--- config.mk ---
export PLATFORM = sky130hd
export DESIGN_NAME = wb4_sync_fifo_1_to_n
export DESIGN_NICKNAME = d
export VERILOG_FILES = /design/src/rtl/wb4_sync_fifo_1_to_n.sv
export SDC_FILE = /design/constraint.sdc
export NUM_CORES = 2
export LEC_CHECK = 0
export ABC_AREA = 1
export CAP_MARGIN = 20
export CELL_PAD_IN_SITES_DETAIL_PLACEMENT = 1
export CELL_PAD_IN_SITES_GLOBAL_PLACEMENT = 1
export CORE_ASPECT_RATIO = 1.75
export CORE_UTILIZATION = 40
export DETAILED_ROUTE_END_ITERATION = 8
export MAX_ROUTING_LAYER = met4
export PLACE_DENSITY = 0.71
export SLEW_MARGIN = 20
export SYNTH_ARGS = -nofsm -noshare
export SYNTH_HDL_FRONTEND = slang
export SYNTH_SLANG_ARGS = --single-unit
--- constraint.sdc ---
create_clock -name i_clk -period 6.7 [get_ports i_clk]
set_input_delay 1.34 -clock i_clk [delete_from_list [all_inputs] [get_ports i_clk]]
set_output_delay 1.34 -clock i_clk [all_outputs]
set_load 0.05 [all_outputs]
--- src/rtl/wb4_sync_fifo_1_to_n.sv ---
// ---------------------------------------------------------------------------------------------
// wb4_sync_fifo_1_to_n
//
// Single-clock FIFO that takes wide words on a Wishbone B4 style slave write port and returns
// them as R = (P_DATA_I_MSB+1)/(P_DATA_O_MSB+1) narrow beats on a Wishbone B4 style slave read
// port, least-significant slice first. Occupancy is counted in wide words, including a word
// that has been partly read out.
//
// Parameters
//   P_DATA_I_MSB  write data width minus one
//   P_DATA_O_MSB  read data width minus one (ratio R must be a power of two, 1..16)
//   P_DEPTH       storage entries in wide words (power of two, >= 2)
//   P_USE_BRAM    1 = block-RAM-friendly synchronous read, 0 = LUT storage (same timing)
//   P_AFULL_LVL   o_almost_full  when o_level >= this
//   P_AEMPTY_LVL  o_almost_empty when o_level <= this
//
// Ports
//   i_clk, i_rst          clock, synchronous active-high reset
//   i_wb4_in_*            write port: scyc/sstb in, sdata in, sack out, stall = full,
//                         stgd = empty
//   i_wb4_out_*           read port: scyc/sstb in, sdata out, sack out, stall = empty,
//                         stgd = full
//   i_flush               synchronous discard of all contents
//   o_level               occupied wide words
//   o_almost_full/empty   threshold flags, same timing as o_level
// ---------------------------------------------------------------------------------------------
module wb4_sync_fifo_1_to_n #(
   parameter int unsigned P_DATA_I_MSB = 31,
   parameter int unsigned P_DATA_O_MSB = 7,
   parameter int unsigned P_DEPTH      = 128,
   parameter int unsigned P_USE_BRAM   = 1,
   parameter int unsigned P_AFULL_LVL  = P_DEPTH - 2,
   parameter int unsigned P_AEMPTY_LVL = 1
) (
   input  logic                      i_clk,
   input  logic                      i_rst,
   // write side
   input  logic                      i_wb4_in_scyc,
   input  logic                      i_wb4_in_sstb,
   output logic                      o_wb4_in_sack,
   input  logic [P_DATA_I_MSB:0]     i_wb4_in_sdata,
   output logic                      o_wb4_in_stgd,
   output logic                      o_wb4_in_sstall,
   // read side
   input  logic                      i_wb4_out_scyc,
   input  logic                      i_wb4_out_sstb,
   output logic                      o_wb4_out_sack,
   output logic [P_DATA_O_MSB:0]     o_wb4_out_sdata,
   output logic                      o_wb4_out_stgd,
   output logic                      o_wb4_out_sstall,
   // control / status
   input  logic                      i_flush,
   output logic [$clog2(P_DEPTH):0]  o_level,
   output logic                      o_almost_full,
   output logic                      o_almost_empty
);

   localparam int unsigned DW = P_DATA_I_MSB + 1;
   localparam int unsigned OW = P_DATA_O_MSB + 1;
   localparam int unsigned R  = DW / OW;
   localparam int unsigned SW = (R > 1) ? $clog2(R) : 1;
   localparam int unsigned AW = $clog2(P_DEPTH);
   localparam int unsigned LW = AW + 1;

   logic [AW-1:0] wr_ptr_q, wr_ptr_d;
   logic [AW-1:0] rd_ptr_q, rd_ptr_d;
   logic [SW-1:0] slice_q, slice_d;
   logic [LW-1:0] level_q, level_d;
   logic          in_ack_q, out_ack_q;
   logic [OW-1:0] rdata_q, rdata_d;

   logic          full, empty;
   logic          wr_acc, rd_acc, pop;
   logic [DW-1:0] rd_word;

   // ------------------------------------------------------------------------------------------
   // Handshake decode. Full/empty come only from the registered level, so a pop never frees a
   // slot for a write in the same cycle and a write never feeds a read in the same cycle.
   // ------------------------------------------------------------------------------------------
   always_comb begin
      full   = (level_q == LW'(P_DEPTH));
      empty  = (level_q == '0);
      wr_acc = i_wb4_in_scyc & i_wb4_in_sstb & ~full & ~i_flush & ~i_rst;
      rd_acc = i_wb4_out_scyc & i_wb4_out_sstb & ~empty & ~i_flush & ~i_rst;
      // the last slice of the head word retires it
      pop    = rd_acc & (slice_q == SW'(R - 1));
   end

   // ------------------------------------------------------------------------------------------
   // Next-state logic
   // ------------------------------------------------------------------------------------------
   always_comb begin
      wr_ptr_d = wr_ptr_q;
      rd_ptr_d = rd_ptr_q;
      slice_d  = slice_q;
      level_d  = level_q;
      rdata_d  = rdata_q;

      if (i_flush) begin
         wr_ptr_d = '0;
         rd_ptr_d = '0;
         slice_d  = '0;
         level_d  = '0;
      end else begin
         if (wr_acc) begin
            wr_ptr_d = wr_ptr_q + AW'(1);
         end
         if (rd_acc) begin
            rdata_d = rd_word[slice_q*OW +: OW];
            if (pop) begin
               slice_d  = '0;
               rd_ptr_d = rd_ptr_q + AW'(1);
            end else begin
               slice_d = slice_q + SW'(1);
            end
         end
         case ({wr_acc, pop})
            2'b10:   level_d = level_q + LW'(1);
            2'b01:   level_d = level_q - LW'(1);
            default: level_d = level_q;
         endcase
      end
   end

   // ------------------------------------------------------------------------------------------
   // State registers
   // ------------------------------------------------------------------------------------------
   always_ff @(posedge i_clk) begin
      if (i_rst) begin
         wr_ptr_q  <= '0;
         rd_ptr_q  <= '0;
         slice_q   <= '0;
         level_q   <= '0;
         in_ack_q  <= 1'b0;
         out_ack_q <= 1'b0;
         rdata_q   <= '0;
      end else begin
         wr_ptr_q  <= wr_ptr_d;
         rd_ptr_q  <= rd_ptr_d;
         slice_q   <= slice_d;
         level_q   <= level_d;
         in_ack_q  <= wr_acc;
         out_ack_q <= rd_acc;
         rdata_q   <= rdata_d;
      end
   end

   // ------------------------------------------------------------------------------------------
   // Storage. Contents are never reset; occupancy alone says what is valid.
   // ------------------------------------------------------------------------------------------
   if (P_USE_BRAM != 0) begin : g_bram
      (* ram_style = "block" *) logic [DW-1:0] mem [P_DEPTH];
      logic [DW-1:0] word_q;

      // Synchronous read of the next head word so the RAM output register can be used. When
      // the head entry is being written this cycle (FIFO was empty), take the write data
      // directly instead of the stale RAM word.
      always_ff @(posedge i_clk) begin
         if (wr_acc) begin
            mem[wr_ptr_q] <= i_wb4_in_sdata;
         end
         if (wr_acc && (wr_ptr_q == rd_ptr_d)) begin
            word_q <= i_wb4_in_sdata;
         end else begin
            word_q <= mem[rd_ptr_d];
         end
      end

      assign rd_word = word_q;
   end else begin : g_lut
      logic [DW-1:0] mem [P_DEPTH];

      always_ff @(posedge i_clk) begin
         if (wr_acc) begin
            mem[wr_ptr_q] <= i_wb4_in_sdata;
         end
      end

      assign rd_word = mem[rd_ptr_q];
   end

   // ------------------------------------------------------------------------------------------
   // Outputs, all straight from registers
   // ------------------------------------------------------------------------------------------
   assign o_wb4_in_sack    = in_ack_q;
   assign o_wb4_out_sack   = out_ack_q;
   assign o_wb4_out_sdata  = rdata_q;
   assign o_wb4_in_sstall  = full;
   assign o_wb4_out_stgd   = full;
   assign o_wb4_in_stgd    = empty;
   assign o_wb4_out_sstall = empty;
   assign o_level          = level_q;
   assign o_almost_full    = (32'(level_q) >= P_AFULL_LVL);
   assign o_almost_empty   = (32'(level_q) <= P_AEMPTY_LVL);

endmodule
## After elaboration in Yosys (flattened, before gate mapping)

Memory sizes are Yosys's and may differ from the RTL's. A register that Yosys moved wholly into a read port is not among the register bits.
Index checks and enable logic that the tools add are counted.

- Shift operators: 1
- Bitwise operators: 13
- Reduce and logical (&&, ||, !) cells: 4
- Order comparisons: 2
- Add/sub/neg operators: 5
- Multiplexer cells: 7
- Equality and inequality tests: 4

Operators with widths:

| cell | count |
|---|---|
| $shiftx A32 B6 Y8 | 1 |
| $mux W7 | 3 |
| $pmux W8 S2 | 1 |
| $add A7 B1 Y7 const B | 2 |
| $and A1 B1 Y1 | 9 |
| $add A8 B1 Y8 const B | 1 |
| $eq A8 B8 Y1 const B | 1 |
| $ge A8 B7 Y1 const B | 1 |
| $le A8 B1 Y1 const B | 1 |
| $logic_not A8 Y1 | 1 |
| $sub A8 B1 Y8 const B | 1 |
| $eq A2 B2 Y1 const B | 2 |
| $not A1 Y1 | 4 |
| $add A2 B1 Y2 const B | 1 |
| $eq A2 B1 Y1 const B | 1 |
| $mux W1 | 2 |
| $mux W2 | 1 |
| $reduce_and A2 Y1 | 1 |
| $reduce_bool A2 Y1 | 1 |
| $reduce_or A2 Y1 | 1 |

- RAM bits: 4096
- Logic and storage cells: 44
- Register bits: 34
- Input port bits: 39
- Output and inout port bits: 24
- Memories: 1

Memory list:

| name | depth | bits a word | rd ports | clocked after Yosys merged registers in | write ports | line | text |
|---|---|---|---|---|---|---|---|
| g_bram.mem | 128 | 32 | 1 | 1 | 1 | 152 | `(* ram_style = "block" *) logic [DW-1:0] mem [P_DEPTH];` |

## Logic depth before layout (Yosys ltp)

- Depth in word-level cells: 9
- Mapped depth: 17
- Mapped depth without buffers: 14

## Worst setup path after synthesis

No wires, ideal clock.

- Path kind: input-to-reg
- Start: input i_flush
- End: memory g_bram.mem[63][0] (netlist name), enable pin
- Buffers on the path: 1
- Cell stages on the path: 10
- Arrival: 4592 ps
- Path slack: 1647 ps
- Cells stage by stage: nor2_1 buf_2 inv_1 nor2_1 nand2_1 nor2_2 inv_1 nor2_1 nand2_1 nor3_1

- Word-level cells in the longest chain between the ends: 5

RTL lines:

| element | line | text |
|---|---|---|
| start: declaration | 52 | `input logic i_flush,` |
| $not A1 Y1 (no line) | -- |  |
| $and A1 B1 Y1 (2 in a row) | 83 | `wr_acc = i_wb4_in_scyc & i_wb4_in_sstb & ~full & ~i_flush & ~i_rst;` |
| $mux W1 | 159 | `if (wr_acc) begin` |
| $mux W1 (implied by the code) | 160 | `mem[wr_ptr_q] <= i_wb4_in_sdata;` |
| end: declaration | 152 |  |

Every way passes these cells.

## Final worst setup path

- Start: register level_q[0] (netlist: o_level[0])
- End: output o_wb4_in_sstall

- Word-level cells in the longest chain between the ends: 1

RTL lines:

| element | line | text |
|---|---|---|
| start: declaration | 68 | `logic [LW-1:0] level_q, level_d;` |
| start signal: assignment | 141 | `level_q <= level_d;` |
| $eq A8 B8 Y1 | 81 | `full = (level_q == LW'(P_DEPTH));` |
| end: declaration | 43 | `output logic o_wb4_in_sstall,` |

Every way passes these cells.

==> results.json <==
{
  "status": "completed",
  "grt_pass1_vias": 115258,
  "fin_setup_tns_ns": 0,
  "synth_mux_area_share_pct": 0,
  "synth_fa_ha_area_share_pct": 0.06018,
  "critPathArrivalTime_ns": 3.17,
  "cts_hold_buf": 0,
  "power.density_nw_per_um2": 273.4,
  "synthXorXnorAreaFrac_pct": 0.02633,
  "hp-start": "rd_ptr_q[6]$_SDFF_PP0_",
  "worst_pin_slew_ns": 1.261,
  "dpl_cell_area_um2": 172700,
  "grt_pass1_wl_mm": 786.5,
  "post-route-min-period_ns": 4.505,
  "gr-total-overflow": 0,
  "rows": 312,
  "relSlewSlack_pct": 15.93,
  "wl_per_cell_um": 28.45,
  "post_cts_buffers": 0,
  "cp-end-kind": "output port",
  "routabilityCongestion": 0.9391,
  "root_buffer": "clkbuf_16",
  "dp_hpwl_mm": 325.5,
  "start_util_pct": 40.27,
  "synth_fp_nets": 13648,
  "io_pins": 63,
  "syn_area_um2": 166300,
  "post-route-util_pct": 44.77,
  "drt_pass1_iterations": 6,
  "required_ns": 5.36,
  "cts_buffers": 366,
  "h-tree-depth": 5,
  "cp_max_fo": 5,
  "io_buffers": 62,
  "finalNetCount": 13464,
  "design_area_um2": 184900,
  "cp-startpoint": "o_level[0]$_SDFFE_PP0P_",
  "vias": 111078,
  "drive_gt1_share_pct": 7.334,
  "finClkSkew_ns": 0.05924,
  "power.internal_w": 0.04029,
  "power.leakage_nw": 62.30,
  "drc": 0,
  "antenna_found_initial": 19,
  "die_w_um": 489.4,
  "synth_simple_gate_area_share_pct": 22.17,
  "start_kind": "register",
  "switching_share_pct": 20.31,
  "synth_compound_area_share_pct": 0.1369,
  "setup_viol": 0,
  "cts_sinks": 4137,
  "maxSlewViolCount": 0,
  "die_height_um": 855.0,
  "drt-total-wl_mm": 546.3,
  "ys_warn_count": 0,
  "grt_max_degree": 200,
  "worstSkewPairLatency_ns": 0.97,
  "hp-class": "register to register",
  "vdd_drop_max_mv": 0.1963,
  "avgViaCountPerCell": 5.784,
  "post_cts_resize_count": 0,
  "hold_violations": 0,
  "drt_iter0_markers": 10997,
  "fmax_mhz": 222.0,
  "synth_area_leaders": "edfxtp_1 74%, nand3_1 12%, nand2_1 9.3%",
  "synth_edf_count": 4096,
  "die_area_um2": 418500,
  "core_area_um2": 413000,
  "ys.flop_type": "edfxtp_1",
  "clockBufferDepth": 4,
  "yosysTopAreaCell": "edfxtp_1",
  "synth_cell_type_count": 37,
  "setup.worst_path.class": "register to output port",
  "ys_async_sr_fraction_pct": 0,
  "cap_violations": 0,
  "cts.clk_slew.worst_paths_ns": 0.07,
  "cts_tree": "yes",
  "antenna_left": 0,
  "synth_seq_cells": 4137,
  "avgSynthCellArea_um2": 12.23,
  "finalNonFillerCells": 19205,
  "holdWs_ns": 0.5293,
  "synth_top_cell_area_share_pct": 73.95,
  "period_share_pct": 67.24,
  "synthCells": 13601,
  "syn2layout_area_growth_pct": 11.18,
  "dp_cells": 18523,
  "comb_power_share_pct": 1.4,
  "track_usage_pct": 26.55,
  "switchingPower_w": 0.01027,
  "clock_power_share_pct": 42.4,
  "seq_area_frac_synth_pct": 74.45,
  "rsz0062_at_grt": "false",
  "p_seq_share_pct": 56.2,
  "synth_top_family_by_area": "simple AND/OR/NAND/NOR gates"
}
[sequential cells by signal (all words and copies together), names as in the netlist, named ones only]
signal	count
g_bram.mem	4096
o_level	8
o_wb4_in_sack	1
o_wb4_out_sack	1
o_wb4_out_sdata	8
rd_ptr_q	7
slice_q	2
wr_ptr_q	7
[final timing paths]
check | to | slack (ns) | cells past startpoint
setup reg to reg | o_wb4_out_sdata[4]$_SDFFE_PP0P_ | 2.31 | 15
hold / removal | register | 0.53 | 2
setup / recovery | o_wb4_in_sstall | 2.19 | 7
hold reg to reg | register | 0.53 | 2
[area by class of cell]
cell class / instances / area, um^2
inverter: 55 / 259.0
clock inverter: 205 / 2071
sequential: 4137 / 123800
fill: 43076 / 228100
timing repair buffer: 368 / 3916
tap: 5495 / 6875
antenna: 6 / 15.01
multi-input combinational: 8489 / 38230
clock buffer: 450 / 9706
[layout by cell type, fill, tap and decap left out, types with 35 or more instances in the layout]
cell type  synthesis  layout
bufinv_16          0      39
buf_4            123     256
clkbuf_1         112      71
dfxtp_1           41      35
nor2_4             2     127
nand3_1         4101    4094
clkinv_2           0      56
clkinv_1           2      78
edfxtp_1        4096    4096
nand2_1         4142    4142
nor2_1           167      42
inv_1             47      45
buf_12             1      75
clkbuf_16          0     375
[synthesized netlist by cell type, types with 2 or more instances]
master       n
buf_4      123
nor2_2       3
edfxtp_1  4096
nor3_1      11
buf_8        2
inv_1       47
buf_6       55
nor4_1       3
dfxtp_1     41
buf_1       82
clkinv_1     2
inv_2        4
nand3_1   4101
clkbuf_1   112
nor2_1     167
nand2_1   4142
xnor2_1      2
nor2_4       2
o21ai_0     19
a21oi_1     15
buf_2      545
xor2_1       3
o211ai_1     2
ha_1         8
inv_4        2
[through the flow]
stage          worst slack (ns)  power [W]
2_1_floorplan             1.647    0.02901
3_3_place_gp              1.416    0.02966
3_5_place_dp              1.371    0.02968
4_1_cts                   2.123    0.05076
5_1_grt                   2.055    0.05154
6_report                  2.195    0.05055
[critical path: stages, from the launching register on]
cell	delay, ns
dfxtp_1	0.35
inv_1	0.16
ha_1	0.25
nand2_2	0.13
nor3_1	0.22
nand3_1	0.19
inv_1	0.12
clkdlybuf4s50_1	0.80
[power groups by stage]
stage	clock, W	combinational (W)	sequential (W)
global placement	0	0.000671	0.0290
detailed placement	0	0.000688	0.0290
finish	0.0214	0.000698	0.0284
global route	0.0224	0.000706	0.0284
floorplan	0	0.0000244	0.0290
CTS	0.0217	0.000689	0.0284
[routing by layer]
metal	share of wire (%)	GRT usage (%)
met1	36	29.79
met2	52	46.25
met3	5.7	2.649
met4	6.4	14.68
met5	0	-
[kinds of logic after synthesis]
family / count (synthesis)
buffers and inverters: 975
AND/OR/NAND/NOR: 8435
AO/OA/AOI/OAI: 41
adder cells (fa/ha/maj): 8
flip-flops: 4137
XOR/XNOR: 5
Note: power is estimated with default switching activity, not from simulation.
